==> src/rtl/inport_rr_scheduler_if.sv <==
// Bus bundle for the round-robin input scheduler: CPU read port plus the four
// requester valid/ack channels.
interface inport_rr_scheduler_if #(
    parameter int DEPTH = 4,
    parameter int CNTW  = 3
);
    // Requester handshake: ReqAck[i] is a one-cycle pulse in the cycle where
    // ReqValid[i] is high and requester i wins arbitration. ReqDataN is captured
    // on that same edge. The requester may then drop valid or present its next
    // byte on the following cycle. Without an ack the byte must stay held.
    logic            INPortRead;
    logic [7:0]      Address;
    logic [3:0]      ReqValid;
    logic [7:0]      ReqData0;
    logic [7:0]      ReqData1;
    logic [7:0]      ReqData2;
    logic [7:0]      ReqData3;
    logic [3:0]      ReqAck;
    logic [7:0]      Dataout;
    logic [CNTW-1:0] Count;

    modport master (
        output INPortRead, Address, ReqValid, ReqData0, ReqData1, ReqData2, ReqData3,
        input  ReqAck, Dataout, Count
    );

    modport slave (
        input  INPortRead, Address, ReqValid, ReqData0, ReqData1, ReqData2, ReqData3,
        output ReqAck, Dataout, Count
    );
endinterface

==> src/rtl/inport_rr_scheduler.sv <==
// Four-way round-robin scheduler that feeds tagged requester bytes into a shared
// FIFO, drained and inspected by the CPU through memory-mapped reads.
module inport_rr_scheduler #(
    parameter int         DEPTH     = 4,
    parameter int         CNTW      = 3,
    parameter logic [7:0] ADDR_STAT = 8'hF0,
    parameter logic [7:0] ADDR_DATA = 8'hF5,
    parameter logic [7:0] ADDR_SRC  = 8'hF6
) (
    input logic                  clk,
    input logic                  Reset,
    inport_rr_scheduler_if.slave bus
);
    localparam int PTRW = (DEPTH > 1) ? $clog2(DEPTH) : 1;

    logic [9:0]      mem_q [DEPTH];
    logic [9:0]      mem_d [DEPTH];
    logic [PTRW-1:0] wr_ptr_q, wr_ptr_d;
    logic [PTRW-1:0] rd_ptr_q, rd_ptr_d;
    logic [CNTW-1:0] count_q, count_d;
    logic [1:0]      rr_ptr_q, rr_ptr_d;
    logic            ufl_q, ufl_d;
    logic [7:0]      dataout_q, dataout_d;

    logic       full, empty;
    logic       push, pop, ufl_set;
    logic [1:0] grant, idx;
    logic [7:0] req_data [4];
    logic [9:0] head;

    assign req_data[0] = bus.ReqData0;
    assign req_data[1] = bus.ReqData1;
    assign req_data[2] = bus.ReqData2;
    assign req_data[3] = bus.ReqData3;

    // Occupancy is judged at cycle start, so a same-cycle pop never frees a slot.
    assign full  = (count_q == CNTW'(DEPTH));
    assign empty = (count_q == '0);
    assign head  = mem_q[rd_ptr_q];

    // Search downward so the last match is the nearest requester from rr_ptr.
    always_comb begin
        push  = 1'b0;
        grant = rr_ptr_q;
        idx   = rr_ptr_q;
        if (!Reset && !full) begin
            for (int k = 3; k >= 0; k--) begin
                idx = rr_ptr_q + 2'(k);
                if (bus.ReqValid[idx]) begin
                    push  = 1'b1;
                    grant = idx;
                end
            end
        end
    end

    assign bus.ReqAck  = push ? (4'b0001 << grant) : 4'b0000;
    assign bus.Dataout = dataout_q;
    assign bus.Count   = count_q;

    always_comb begin
        mem_d     = mem_q;
        wr_ptr_d  = wr_ptr_q;
        rd_ptr_d  = rd_ptr_q;
        count_d   = count_q;
        rr_ptr_d  = rr_ptr_q;
        ufl_d     = ufl_q;
        dataout_d = dataout_q;
        pop       = 1'b0;
        ufl_set   = 1'b0;

        if (push) begin
            mem_d[wr_ptr_q] = {grant, req_data[grant]};
            wr_ptr_d        = wr_ptr_q + PTRW'(1);
            rr_ptr_d        = grant + 2'd1;
        end

        if (bus.INPortRead) begin
            case (bus.Address)
                ADDR_DATA: begin
                    if (!empty) begin
                        dataout_d = head[7:0];
                        pop       = 1'b1;
                        rd_ptr_d  = rd_ptr_q + PTRW'(1);
                    end else begin
                        dataout_d = 8'h00;
                        ufl_set   = 1'b1;
                    end
                end
                ADDR_SRC:  dataout_d = empty ? 8'h00 : {6'b0, head[9:8]};
                ADDR_STAT: begin
                    dataout_d = {full, empty, ufl_q, 1'b0, bus.ReqValid};
                    ufl_d     = 1'b0;
                end
                default:   dataout_d = 8'h00;
            endcase
        end

        // A fresh underflow outranks the read-to-clear of the status register.
        if (ufl_set) begin
            ufl_d = 1'b1;
        end

        case ({push, pop})
            2'b10:   count_d = count_q + CNTW'(1);
            2'b01:   count_d = count_q - CNTW'(1);
            default: count_d = count_q;
        endcase
    end

    always_ff @(posedge clk) begin
        if (Reset) begin
            wr_ptr_q  <= '0;
            rd_ptr_q  <= '0;
            count_q   <= '0;
            rr_ptr_q  <= 2'd0;
            ufl_q     <= 1'b0;
            dataout_q <= 8'h00;
        end else begin
            wr_ptr_q  <= wr_ptr_d;
            rd_ptr_q  <= rd_ptr_d;
            count_q   <= count_d;
            rr_ptr_q  <= rr_ptr_d;
            ufl_q     <= ufl_d;
            dataout_q <= dataout_d;
        end
    end

    // Storage needs no reset; entries are only visible through valid pointers.
    always_ff @(posedge clk) begin
        mem_q <= mem_d;
    end
endmodule

==> src/flat_wrapper.sv <==
// flat-port wrapper written by rule: the top's interface ports become plain ports
module inport_rr_scheduler_flat 
#(
    parameter int         DEPTH     = 4,
    parameter int         CNTW      = 3,
    parameter logic [7:0] ADDR_STAT = 8'hF0,
    parameter logic [7:0] ADDR_DATA = 8'hF5,
    parameter logic [7:0] ADDR_SRC  = 8'hF6
)
  (clk, Reset, bus_INPortRead, bus_Address, bus_ReqValid, bus_ReqData0, bus_ReqData1, bus_ReqData2, bus_ReqData3, bus_ReqAck, bus_Dataout, bus_Count);
  inport_rr_scheduler_if #(.DEPTH(DEPTH), .CNTW(CNTW)) bus_i ();
  input logic clk;
  input logic Reset;
  input wire logic [$bits(bus_i.INPortRead)-1:0] bus_INPortRead;
  input wire logic [$bits(bus_i.Address)-1:0] bus_Address;
  input wire logic [$bits(bus_i.ReqValid)-1:0] bus_ReqValid;
  input wire logic [$bits(bus_i.ReqData0)-1:0] bus_ReqData0;
  input wire logic [$bits(bus_i.ReqData1)-1:0] bus_ReqData1;
  input wire logic [$bits(bus_i.ReqData2)-1:0] bus_ReqData2;
  input wire logic [$bits(bus_i.ReqData3)-1:0] bus_ReqData3;
  output wire logic [$bits(bus_i.ReqAck)-1:0] bus_ReqAck;
  output wire logic [$bits(bus_i.Dataout)-1:0] bus_Dataout;
  output wire logic [$bits(bus_i.Count)-1:0] bus_Count;
  assign bus_i.INPortRead = bus_INPortRead;
  assign bus_i.Address = bus_Address;
  assign bus_i.ReqValid = bus_ReqValid;
  assign bus_i.ReqData0 = bus_ReqData0;
  assign bus_i.ReqData1 = bus_ReqData1;
  assign bus_i.ReqData2 = bus_ReqData2;
  assign bus_i.ReqData3 = bus_ReqData3;
  assign bus_ReqAck = bus_i.ReqAck;
  assign bus_Dataout = bus_i.Dataout;
  assign bus_Count = bus_i.Count;
  inport_rr_scheduler #(.DEPTH(DEPTH), .CNTW(CNTW), .ADDR_STAT(ADDR_STAT), .ADDR_DATA(ADDR_DATA), .ADDR_SRC(ADDR_SRC)) u_core (.clk(clk), .Reset(Reset), .bus(bus_i));
endmodule
==> config.mk <==
export PLATFORM = sky130hd
export DESIGN_NAME = inport_rr_scheduler_flat
export DESIGN_NICKNAME = d
export VERILOG_FILES = /design/src/rtl/inport_rr_scheduler_if.sv /design/src/rtl/inport_rr_scheduler.sv /design/src/flat_wrapper.sv
export SDC_FILE = /design/constraint.sdc
export NUM_CORES = 1
export LEC_CHECK = 0
export ABC_AREA = 1
export ABC_CLOCK_PERIOD_IN_PS = 4550
export BUFFER_PORTS_ARGS = -buffer_cell sky130_fd_sc_hd__clkbuf_2
export CAP_MARGIN = 25
export CORE_MARGIN = 3
export CORE_UTILIZATION = 40
export CTS_CLUSTER_DIAMETER = 80
export CTS_CLUSTER_SIZE = 25
export DETAILED_ROUTE_END_ITERATION = 10
export RECOVER_POWER = 25
export SLEW_MARGIN = 10
export SYNTH_ARGS = -nofsm -noshare
export SYNTH_HDL_FRONTEND = slang
export SYNTH_SLANG_ARGS = --single-unit
==> constraint.sdc <==
create_clock -name clk -period 4.55 [get_ports clk]
set_clock_uncertainty 0.2 [all_clocks]
set_input_delay 0.91 -clock clk [delete_from_list [all_inputs] [get_ports clk]]
set_output_delay 0.91 -clock clk [all_outputs]
set_load 0.02 [all_outputs]
==> summary.md, run 1 <==
| Metric | Value |
|---|---|
| Status | `completed` |
| EDFF count, synth | `40` |
| Layout fillers | `737` |
| Initial antenna violation count | `0` |
| Final setup viols | `0` |
| Cts hold-fix bufs | `0` |
| Site Rows | `31` |
| Top-Level Pins | `62` |
| Yosys reg bits | `58` |
| Global-route wire length before repair | `12000 µm` |
| Wl on met1 | `3370 µm` |
| Tot GR Track Use | `17.5%` |
| RSZ-0062 raised after global routing | `false` |
| Sinks on the clock net | `58` |
| Max Transition Viols Final | `0` |
| Post-Syn Area | `0.00316 mm²` |
| Final Critical Period | `3950 ps` |
| Chip Height | `94.9 µm` |
| Cts bufs inserted | `9` |
| Final WL | `7350 µm` |
| Seq/Total Area, Yosys | `49.4%` |
| Least-Margin Pin Slew | `893 ps` |
| Maxcap violations | `0` |
| Net Count, Synth | `442` |
| Worst Hold Depth | `2` |
| DRT iter0 DRCs | `204` |
| Worst Path Max Fanout | `17` |
| Highest routed layer | `met4` |
| Yosys top cell area share | `38.0%` |
| GR Overflow Total | `0` |
| Clk_lat worst skew | `330 ps` |
| Largest net degree at the start of global routing | `23` |
| Slew HR | `40.0%` |
| Count of final hold-check violations | `0` |
| Fmax | `0.253 GHz` |
| Synth Instances | `385` |
| Max stage delay on crit path | `650 ps` |
| Clock transition at path regs | `70 ps` |
| Critical path data arrival time | `2840 ps` |
| Crit path required time | `3440 ps` |
| Top cells by area, synth | `edfxtp_1 (38%), dfxtp_1 (11%), nand3_1 (9.8%), inv_1 (7.0%), nand2_1 (7.0%)` |
| H-tree Lvls | `3` |
| # Post-CTS Setup Buffers | `0` |
| Avg WL per Cell | `13.3 µm` |
| Startpoint types | `flop` |
| Commonest non-fill, non-tap cells in the layout | `nand3_1 (63), inv_1 (59), nand2_1 (59)` |
| Port Buffer Count | `61` |
| Most common cell after layout, fill and taps aside | `nand3_1` |
| Die Wd | `94.9 µm` |
| Area delta synth->final | `18.1%` |
| Core area | `0.00745 mm²` |
| Fraction of layout cells with a size suffix above 1 | `17.2%` |
| DR WL met2 | `3340 µm` |
| Top FF cell, synth | `edfxtp_1` |
| CTS tree | `built` |
| Critical path class | `flop to primary output` |
| Vias in the first global route | `2518` |
| Post-route ant nets | `0` |
| Root Driver | `clkbuf_8` |
| CTS resizes | `0` |
| Via density | `4.89` |
| Distinct cells, synth | `28` |
| Starting Density | `42.5%` |
| Worst-path cell chain | `inv_1 -> nand2_1 -> nand3_1 -> nand2_1 -> nand3_1 -> nand3_4 -> nand2_4 -> inv_2 -> ha_1 -> inv_1 -> nor2_1 -> clkbuf_2` |
| First-pass iteration count of the detailed router | `4` |
| Hpwl dp | `5320 µm` |
| Clock buffer depth | `2` |
| # nets final | `505` |
| Total negative slack | `0 ps` |
| Leakage | `1.66 nW` |
| Die area | `0.00901 mm²` |
| Worst Setup End Kind | `primary output` |
| Number of antenna repair diodes | `0` |
| Via Count | `2701` |
| FF-to-FF path depth | `11` |
| Warnings, synthesis | `0` |
| Post-synthesis area per instance | `8.21 µm²` |
| Largest area contributor in the netlist | `edfxtp_1` |
| PwrDens | `517 mW/mm²` |
| FFs w/ async S/R, synth | `0%` |
| Worst hold path class | `flop to flop` |
| Final worst path period share | `86.9%` |
| # DRC | `0` |
| GP Congestion | `0.875` |
| Worst vdd ir | `0.442 mV` |
| Worst slack, placed | `720 ps` |
| Worst setup margin | `598 ps` |
| CP max-delay cell | `dfxtp_1` |
| WL met3 | `449 µm` |
state kept, by name, indices dropped and copies added (netlist names):
register / count
u_core.bus.Count: 3
u_core.bus.Dataout: 8
u_core.rd_ptr_q: 2
u_core.wr_ptr_q: 2
u_core.rr_ptr_q: 2
u_core.mem_q: 40
u_core.ufl_q: 1
where the power goes:
group | leakage [nW] | internal, mW | switching [mW] | total (mW)
sequential | 0.515 | 0.732 | 0.0440 | 0.776
combinational | 1.04 | 0.202 | 0.471 | 0.673
clock | 0.108 | 0.291 | 0.191 | 0.482
cell usage after synthesis, drive strengths merged (2+ instances only):
library cell  count
a21oi            18
buf               4
clkbuf           10
dfxtp            18
edfxtp           40
ha                9
inv              60
nand2            65
nand3            64
nand4             2
nor2             42
o21ai            39
o22ai            10
worst paths after layout:
kind / endpoint / slack, ps / start
worst max-delay path: bus_ReqAck[3] / 600 / u_core.rr_ptr_q[0]
worst min-delay path: u_core.bus.Dataout[6] / 260 / u_core.bus.Dataout[6]
worst max register to register: u_core.bus.Count[2] / 1470 / u_core.rr_ptr_q[0]
worst min register to register: u_core.bus.Dataout[6] / 260 / u_core.bus.Dataout[6]
cell type report:
class                      count  area, µm²  share of cell area [%]
clock buffer                  16        211                    5.66
inverter                      60        225                    6.03
multi-input combinational    253       1280                    34.4
sequential                    58       1560                    41.8
tap                           99        124                    3.32
timing repair buffer          66        327                    8.75
routing by layer:
layer	GRT usage, %	up-vias
met3	3.82	14
met4	7.45	0
met5	0	-
met2	27.7	99
li1	-	1408
met1	23.1	1180
stage by stage:
stage	hold slack, ps	utilization (%)	instances	power, mW	instance area [µm²]
2_1_floorplan	254	-	385	1.30	3160
3_3_place_gp	262	47.7	536	1.45	3550
6_report	264	50.1	552	1.93	3730
3_5_place_dp	256	47.7	536	1.46	3550
5_1_grt	288	50.1	552	2.07	3730
4_1_cts	266	50.5	552	1.95	3760
worst max-delay path, delay by kind of cell, from the launching register on:
family / cells / cell delay (ps)
flip-flops: 1 / 650
AND/OR/NAND/NOR: 7 / 1030
adder cells (fa/ha/maj): 1 / 180
buffers and inverters: 4 / 640
cell families after synthesis:
| logic type | count (synthesis) | share of synthesized area (%) |
|---|---|---|
| simple gates | 174 | 25.2 |
| buf+inv | 74 | 9.54 |
| compound gates | 69 | 11.7 |
| flops | 58 | 49.4 |
| fa+ha+maj | 10 | 4.19 |
Power figures use the tool's default switching activity.
==> inputs of run 2 (changes only) <==
--- a/config.mk
+++ b/config.mk
@@ -5,7 +5,6 @@
 export SDC_FILE = /design/constraint.sdc
 export NUM_CORES = 1
 export LEC_CHECK = 0
-export ABC_AREA = 1
 export ABC_CLOCK_PERIOD_IN_PS = 4550
 export BUFFER_PORTS_ARGS = -buffer_cell sky130_fd_sc_hd__clkbuf_2
 export CAP_MARGIN = 25
==> run 2 against run 1 <==
Combinational power is 49% lower; critical path depth down 4; sequential power is 8.8% lower; synthesized cell count fell by 48%; largest cell class unchanged; largest power group unchanged; highest routed layer unchanged.
==> summary.md, run 2 <==
| Metric | Value |
|---|---|
| Max reg flops | `40` |
| Fmax | `0.244 GHz` |
| RSZ-0062 raised after global routing | `false` |
| Tot GR Track Use | `16.2%` |
| Post-Synth XOR/XNOR Area | `1.88%` |
| Via Count | `1899` |
| PwrDens | `462 mW/mm²` |
| Fin Hold WS | `304 ps` |
| Mux share of post-synthesis cell area | `16.2%` |
| Worst slack, placed | `428 ps` |
| Final worst path period share | `89.9%` |
| Critical path class | `flop to primary output` |
| Die area | `0.00804 mm²` |
| Clock transition at path regs | `70 ps` |
| Final WL | `5940 µm` |
| Root Driver | `clkbuf_8` |
| Hpwl dp | `4470 µm` |
| Max Transition Viols Final | `0` |
| Yosys top cell area share | `42.9%` |
| Cts bufs inserted | `9` |
| Startpoint types | `flop` |
| Multi-input logic area | `0.00118 mm²` |
| Post-Synth Adder-Cell Area | `4.73%` |
| Critical path data arrival time | `2980 ps` |
| Final Critical Period | `4090 ps` |
| Worst R2R Start | `u_core.bus.Count[2]` |
| Vias in the first global route | `1908` |
| Final Core Density | `52.0%` |
| Worst setup margin | `458 ps` |
| Worst vdd ir | `0.321 mV` |
| Biggest register | `u_core.mem_q` |
| Cell with the most instances after synthesis | `edfxtp_1` |
| Main combinational cell family by area after synthesis | `multiplexers` |
| Total negative slack | `0 ps` |
| CTS tree | `built` |
| Largest net degree at the start of global routing | `22` |
| Clock buffer depth | `2` |
| Via density | `5.16` |
| Site Rows | `29` |
| Cells after DPL | `352` |
| Warnings, synthesis | `0` |
| Most common cell after layout, fill and taps aside | `clkbuf_2` |
| Layout fillers | `603` |
| # Post-CTS Setup Buffers | `0` |
| Seq/Total Area, Yosys | `55.7%` |
| Worst Hold Depth | `2` |
| Number of antenna repair diodes | `0` |
| Distinct cells, synth | `40` |
| First-pass iteration count of the detailed router | `4` |
| Post-synthesis area per instance | `14.0 µm²` |
| Sinks on the clock net | `58` |
| HP Start | `u_core.bus.Dataout[1]` |
| GR Overflow Total | `0` |
| Post-Syn Area | `0.00280 mm²` |
| Commonest non-fill, non-tap cells in the layout | `clkbuf_2 (48), edfxtp_1 (40), nor2_1 (19)` |
| Worst Setup End Kind | `primary output` |
| # nets final | `327` |
| Leakage | `1.29 nW` |
| Port Buffer Count | `61` |
| Slew HR | `39.2%` |
| Worst Path Max Fanout | `12` |
| DRT iter0 DRCs | `52` |
| FF-to-FF path depth | `5` |
| Post-route ant nets | `0` |
| Starting Density | `42.7%` |
| Net Count, Synth | `257` |
| CP startpoint | `u_core.bus.Count[2]` |
| Final setup viols | `0` |
| Global-route wire length before repair | `9460 µm` |
| Fraction of layout cells with a size suffix above 1 | `32.4%` |
| Top post-synthesis cells by count | `edfxtp_1 (40), nor2_1 (19), dfxtp_1 (18), mux4_2 (18), and2_1 (11)` |
| Least-Margin Pin Slew | `912 ps` |
| Crit path required time | `3440 ps` |
| Avg WL per Cell | `16.1 µm` |
| Synth Instances | `200` |
| Clk_lat worst skew | `330 ps` |
| Maxcap violations | `0` |
| H-tree Lvls | `3` |
| FFs w/ async S/R, synth | `0%` |
| Storage element area | `0.00156 mm²` |
| Largest area contributor in the netlist | `edfxtp_1` |
| Core area | `0.00657 mm²` |
| Synth Area in Compound Gates | `8.53%` |
| Chip Height | `89.7 µm` |
| Worst reg2reg setup slack | `1590 ps` |
| Top-Level Pins | `62` |
| GP Congestion | `0.741` |
| EDFF count, synth | `40` |
| Top cells by area, synth | `edfxtp_1 (43%), mux4_2 (14%), dfxtp_1 (13%), ha_1 (4.0%), nor2_1 (2.5%)` |
| Die Wd | `89.7 µm` |
| Hold EP | `u_core.bus.Dataout[1]` |
| CTS resizes | `0` |
| # DRC | `0` |
| R2r endpoint | `u_core.mem_q[25]` |
| Fin cells | `368` |
| Worst hold path class | `flop to flop` |
| Top FF cell, synth | `edfxtp_1` |
| Status | `completed` |
| Simple-gate share of the synthesized area | `10.8%` |
| Area delta synth->final | `22.0%` |
| Cts hold-fix bufs | `0` |
| Count of final hold-check violations | `0` |
| Yosys reg bits | `58` |
| Initial antenna violation count | `0` |
run 2: routing by layer:
| metal | global-route usage (%) | part of all wire, % |
|---|---|---|
| met5 | 0 | 0 |
| met2 | 27.0 | 52 |
| met3 | 5.38 | 5.2 |
| met4 | 4.19 | 0.66 |
| met1 | 20.2 | 42 |
run 2: per-stage QoR:
step | power, mW | cell area (µm²)
2_1_floorplan | 0.962 | 2800
3_3_place_gp | 1.06 | 3210
6_report | 1.58 | 3420
4_1_cts | 1.61 | 3450
3_5_place_dp | 1.07 | 3220
5_1_grt | 1.67 | 3420
run 2: logic make-up (layout without fill, tap and decap cells):
group	after synthesis	in the layout
xor gates and xnor gates	6	6
AOI/OAI and AO/OA	31	31
muxes	22	22
adders and majority gates	10	10
DFF	58	58
and+or+nand+nor	59	59
buffers and inverters	14	89
run 2: layout make-up:
| class | instances | share of cell area, % |
|---|---|---|
| Timing Repair Buffer | 65 | 8.93 |
| Tap cell | 93 | 3.40 |
| Sequential cell | 58 | 45.7 |
| Inverter | 8 | 0.878 |
| Clock inverter | 7 | 3.00 |
| Multi-Input combinational cell | 128 | 34.5 |
| Clock buffer | 9 | 3.62 |
run 2: worst max path at each step:
stage / to / cells after the start
floorplan: bus_ReqAck[3] / 8
global placement: bus_ReqAck[3] / 9
detailed placement: bus_ReqAck[3] / 9
CTS: bus_ReqAck[3] / 8
global route: bus_ReqAck[3] / 8
finish: bus_ReqAck[3] / 8
run 2: critical path, cell delays in order (launching register included):
cell and delay, ps:
dfxtp_1 410, nor3b_1 480, a211oi_2 100, a21boi_2 180, o21ai_2 660, inv_1 270, ha_1 270, and2_1 130
clkbuf_2 150
run 2: power by group:
part	internal [mW]	leakage, nW	total, mW	switching [mW]
Combinational	0.152	0.662	0.341	0.189
Clock	0.313	0.110	0.532	0.219
Sequential	0.677	0.514	0.708	0.0313
Total	1.14	1.29	1.58	0.440
==> inputs of run 3 (changes only) <==
--- a/config.mk
+++ b/config.mk
@@ -9,12 +9,13 @@
 export BUFFER_PORTS_ARGS = -buffer_cell sky130_fd_sc_hd__clkbuf_2
 export CAP_MARGIN = 25
 export CORE_MARGIN = 3
-export CORE_UTILIZATION = 40
+export CORE_UTILIZATION = 49
 export CTS_CLUSTER_DIAMETER = 80
-export CTS_CLUSTER_SIZE = 25
+export CTS_CLUSTER_SIZE = 12
 export DETAILED_ROUTE_END_ITERATION = 10
+export PLACE_DENSITY = 0.73
 export RECOVER_POWER = 25
-export SLEW_MARGIN = 10
+export SLEW_MARGIN = 30
 export SYNTH_ARGS = -nofsm -noshare
 export SYNTH_HDL_FRONTEND = slang
 export SYNTH_SLANG_ARGS = --single-unit
==> run 3 against run 2 <==
Register-to-register slack improved by 40 ps; maximum frequency fell by 1.0%; clock power fell by 18%; largest power group unchanged; wire length fell by 5.5%; critical endpoint is now bus_ReqAck[1].
==> summary.md, run 3 (synthesis results as in run 2) <==
| Metric | Value |
|---|---|
| Site Rows | `26` |
| Max Transition Viols Final | `0` |
| Post-route ant nets | `0` |
| Worst hold path class | `flop to flop` |
| Biggest register | `u_core.mem_q` |
| Combinational power share | `22.6%` |
| Max reg flops | `40` |
| Port Buffer Count | `61` |
| Worst Setup End Kind | `primary output` |
| Via density | `5.48` |
| Final Critical Period | `4130 ps` |
| Clock transition at path regs | `60 ps` |
| Worst Path Max Fanout | `12` |
| Least-Margin Pin Slew | `1240 ps` |
| Largest net degree at the start of global routing | `16` |
| Core area | `0.00530 mm²` |
| Cts bufs inserted | `9` |
| Die area | `0.00666 mm²` |
| Maxcap violations | `0` |
| Cts hold-fix bufs | `0` |
| Count of final hold-check violations | `0` |
| CTS tree | `built` |
| Status | `completed` |
| Switching power | `408 µW` |
| CTS resizes | `0` |
| Final setup viols | `0` |
| Tot GR Track Use | `18.7%` |
| Chip Height | `81.6 µm` |
| Storage element area | `0.00156 mm²` |
| Die Wd | `81.6 µm` |
| Fmax | `0.242 GHz` |
| # Post-CTS Setup Buffers | `0` |
| Switching portion of total power | `27.6%` |
| Multi-input logic area | `0.00118 mm²` |
| Area delta synth->final | `18.8%` |
| Worst slack, placed | `446 ps` |
| Clk_lat worst skew | `330 ps` |
| DRT iter0 DRCs | `74` |
| Sinks on the clock net | `58` |
| First-pass iteration count of the detailed router | `4` |
| Critical path data arrival time | `3020 ps` |
| Via Count | `1870` |
| Worst setup margin | `416 ps` |
| H-tree Lvls | `3` |
| Fraction of layout cells with a size suffix above 1 | `31.4%` |
| Final WL | `5610 µm` |
| Clock power frac | `29.6%` |
| GP Congestion | `0.769` |
| Startpoint types | `input pin` |
| Worst vdd ir | `0.267 mV` |
| Initial antenna violation count | `0` |
| Sequential Power Share | `47.8%` |
| Leakage | `1.26 nW` |
| Most common cell after layout, fill and taps aside | `clkbuf_2` |
| Global-route wire length before repair | `9090 µm` |
| Root Driver | `clkbuf_8` |
| # nets final | `325` |
| Commonest non-fill, non-tap cells in the layout | `clkbuf_2 (47), edfxtp_1 (40), nor2_1 (19)` |
| Layout fillers | `434` |
| Number of antenna repair diodes | `0` |
| RSZ-0062 raised after global routing | `false` |
| Top-Level Pins | `62` |
| Crit path required time | `3440 ps` |
| # DRC | `0` |
| GR Overflow Total | `0` |
| Final Core Density | `62.8%` |
| Hpwl dp | `4110 µm` |
| PwrDens | `445 mW/mm²` |
| Starting Density | `52.8%` |
| Total negative slack | `0 ps` |
| Vias in the first global route | `1873` |
| Avg WL per Cell | `16.5 µm` |
| Clock buffer depth | `2` |
| Slew HR | `16.9%` |
| Critical path class | `input pin to primary output` |
| Final worst path period share | `90.9%` |
| Int Power | `1.07 mW` |
run 3: changes by cell type in the layout (fill, tap and decap cells not counted), sizes merged:
cell,before,now
inv,9,8
clkbuf,73,72
clkinvlp,1,0
bufinv,2,1
run 3: per-stage QoR:
step	hold slack (ps)	power (mW)	std cells	instance area (µm²)
after global placement	267	1.05	327	3180
after global routing	309	1.56	341	3330
final	284	1.48	341	3330
after CTS	277	1.50	341	3360
after detailed placement	261	1.06	327	3180
after floorplan	254	0.962	200	2800
run 3: critical path, cell delays in order:
cell	delay, ps
clkbuf_1	210
mux2_4	200
a211oi_2	60
a21boi_2	180
o21ai_2	610
inv_1	280
ha_1	280
and2_1	130
clkbuf_2	150
run 3: final timing paths:
kind	cells after the start	to	startpoint	slack (ps)
max	9	bus_ReqAck[1]	bus_ReqValid[3]	420
min	2	u_core.bus.Dataout[0]	u_core.bus.Dataout[0]	280
min reg2reg	2	u_core.bus.Dataout[0]	u_core.bus.Dataout[0]	280
max reg2reg	5	u_core.mem_q[36]	u_core.bus.Count[0]	1630
run 3: area by class of cell:
cell class	count	area share, %
Sequential cell	58	46.9
Multi-Input combinational cell	128	35.4
Timing Repair Buffer	63	8.98
Clock buffer	10	3.83
Tap cell	70	2.63
Clock inverter	4	1.35
Inverter	8	0.902
run 3: power groups by stage:
stage	clock [mW]	sequential, mW	combinational (mW)
final	0.438	0.708	0.334
after global routing	0.467	0.714	0.380
after CTS	0.444	0.709	0.346
after detailed placement	0	0.720	0.343
after global placement	0	0.716	0.334
after floorplan	0	0.711	0.251
run 3: layer usage:
metal | vias up | share of wire [%] | wire, µm | global-route usage [%]
li1 | 901 | - | - | -
met1 | 909 | 43 | 2420 | 23.5
met2 | 52 | 50 | 2800 | 30.7
met3 | 8 | 5.2 | 290 | 3.95
met4 | 0 | 1.9 | 108 | 9.47
met5 | - | 0 | 0 | 0
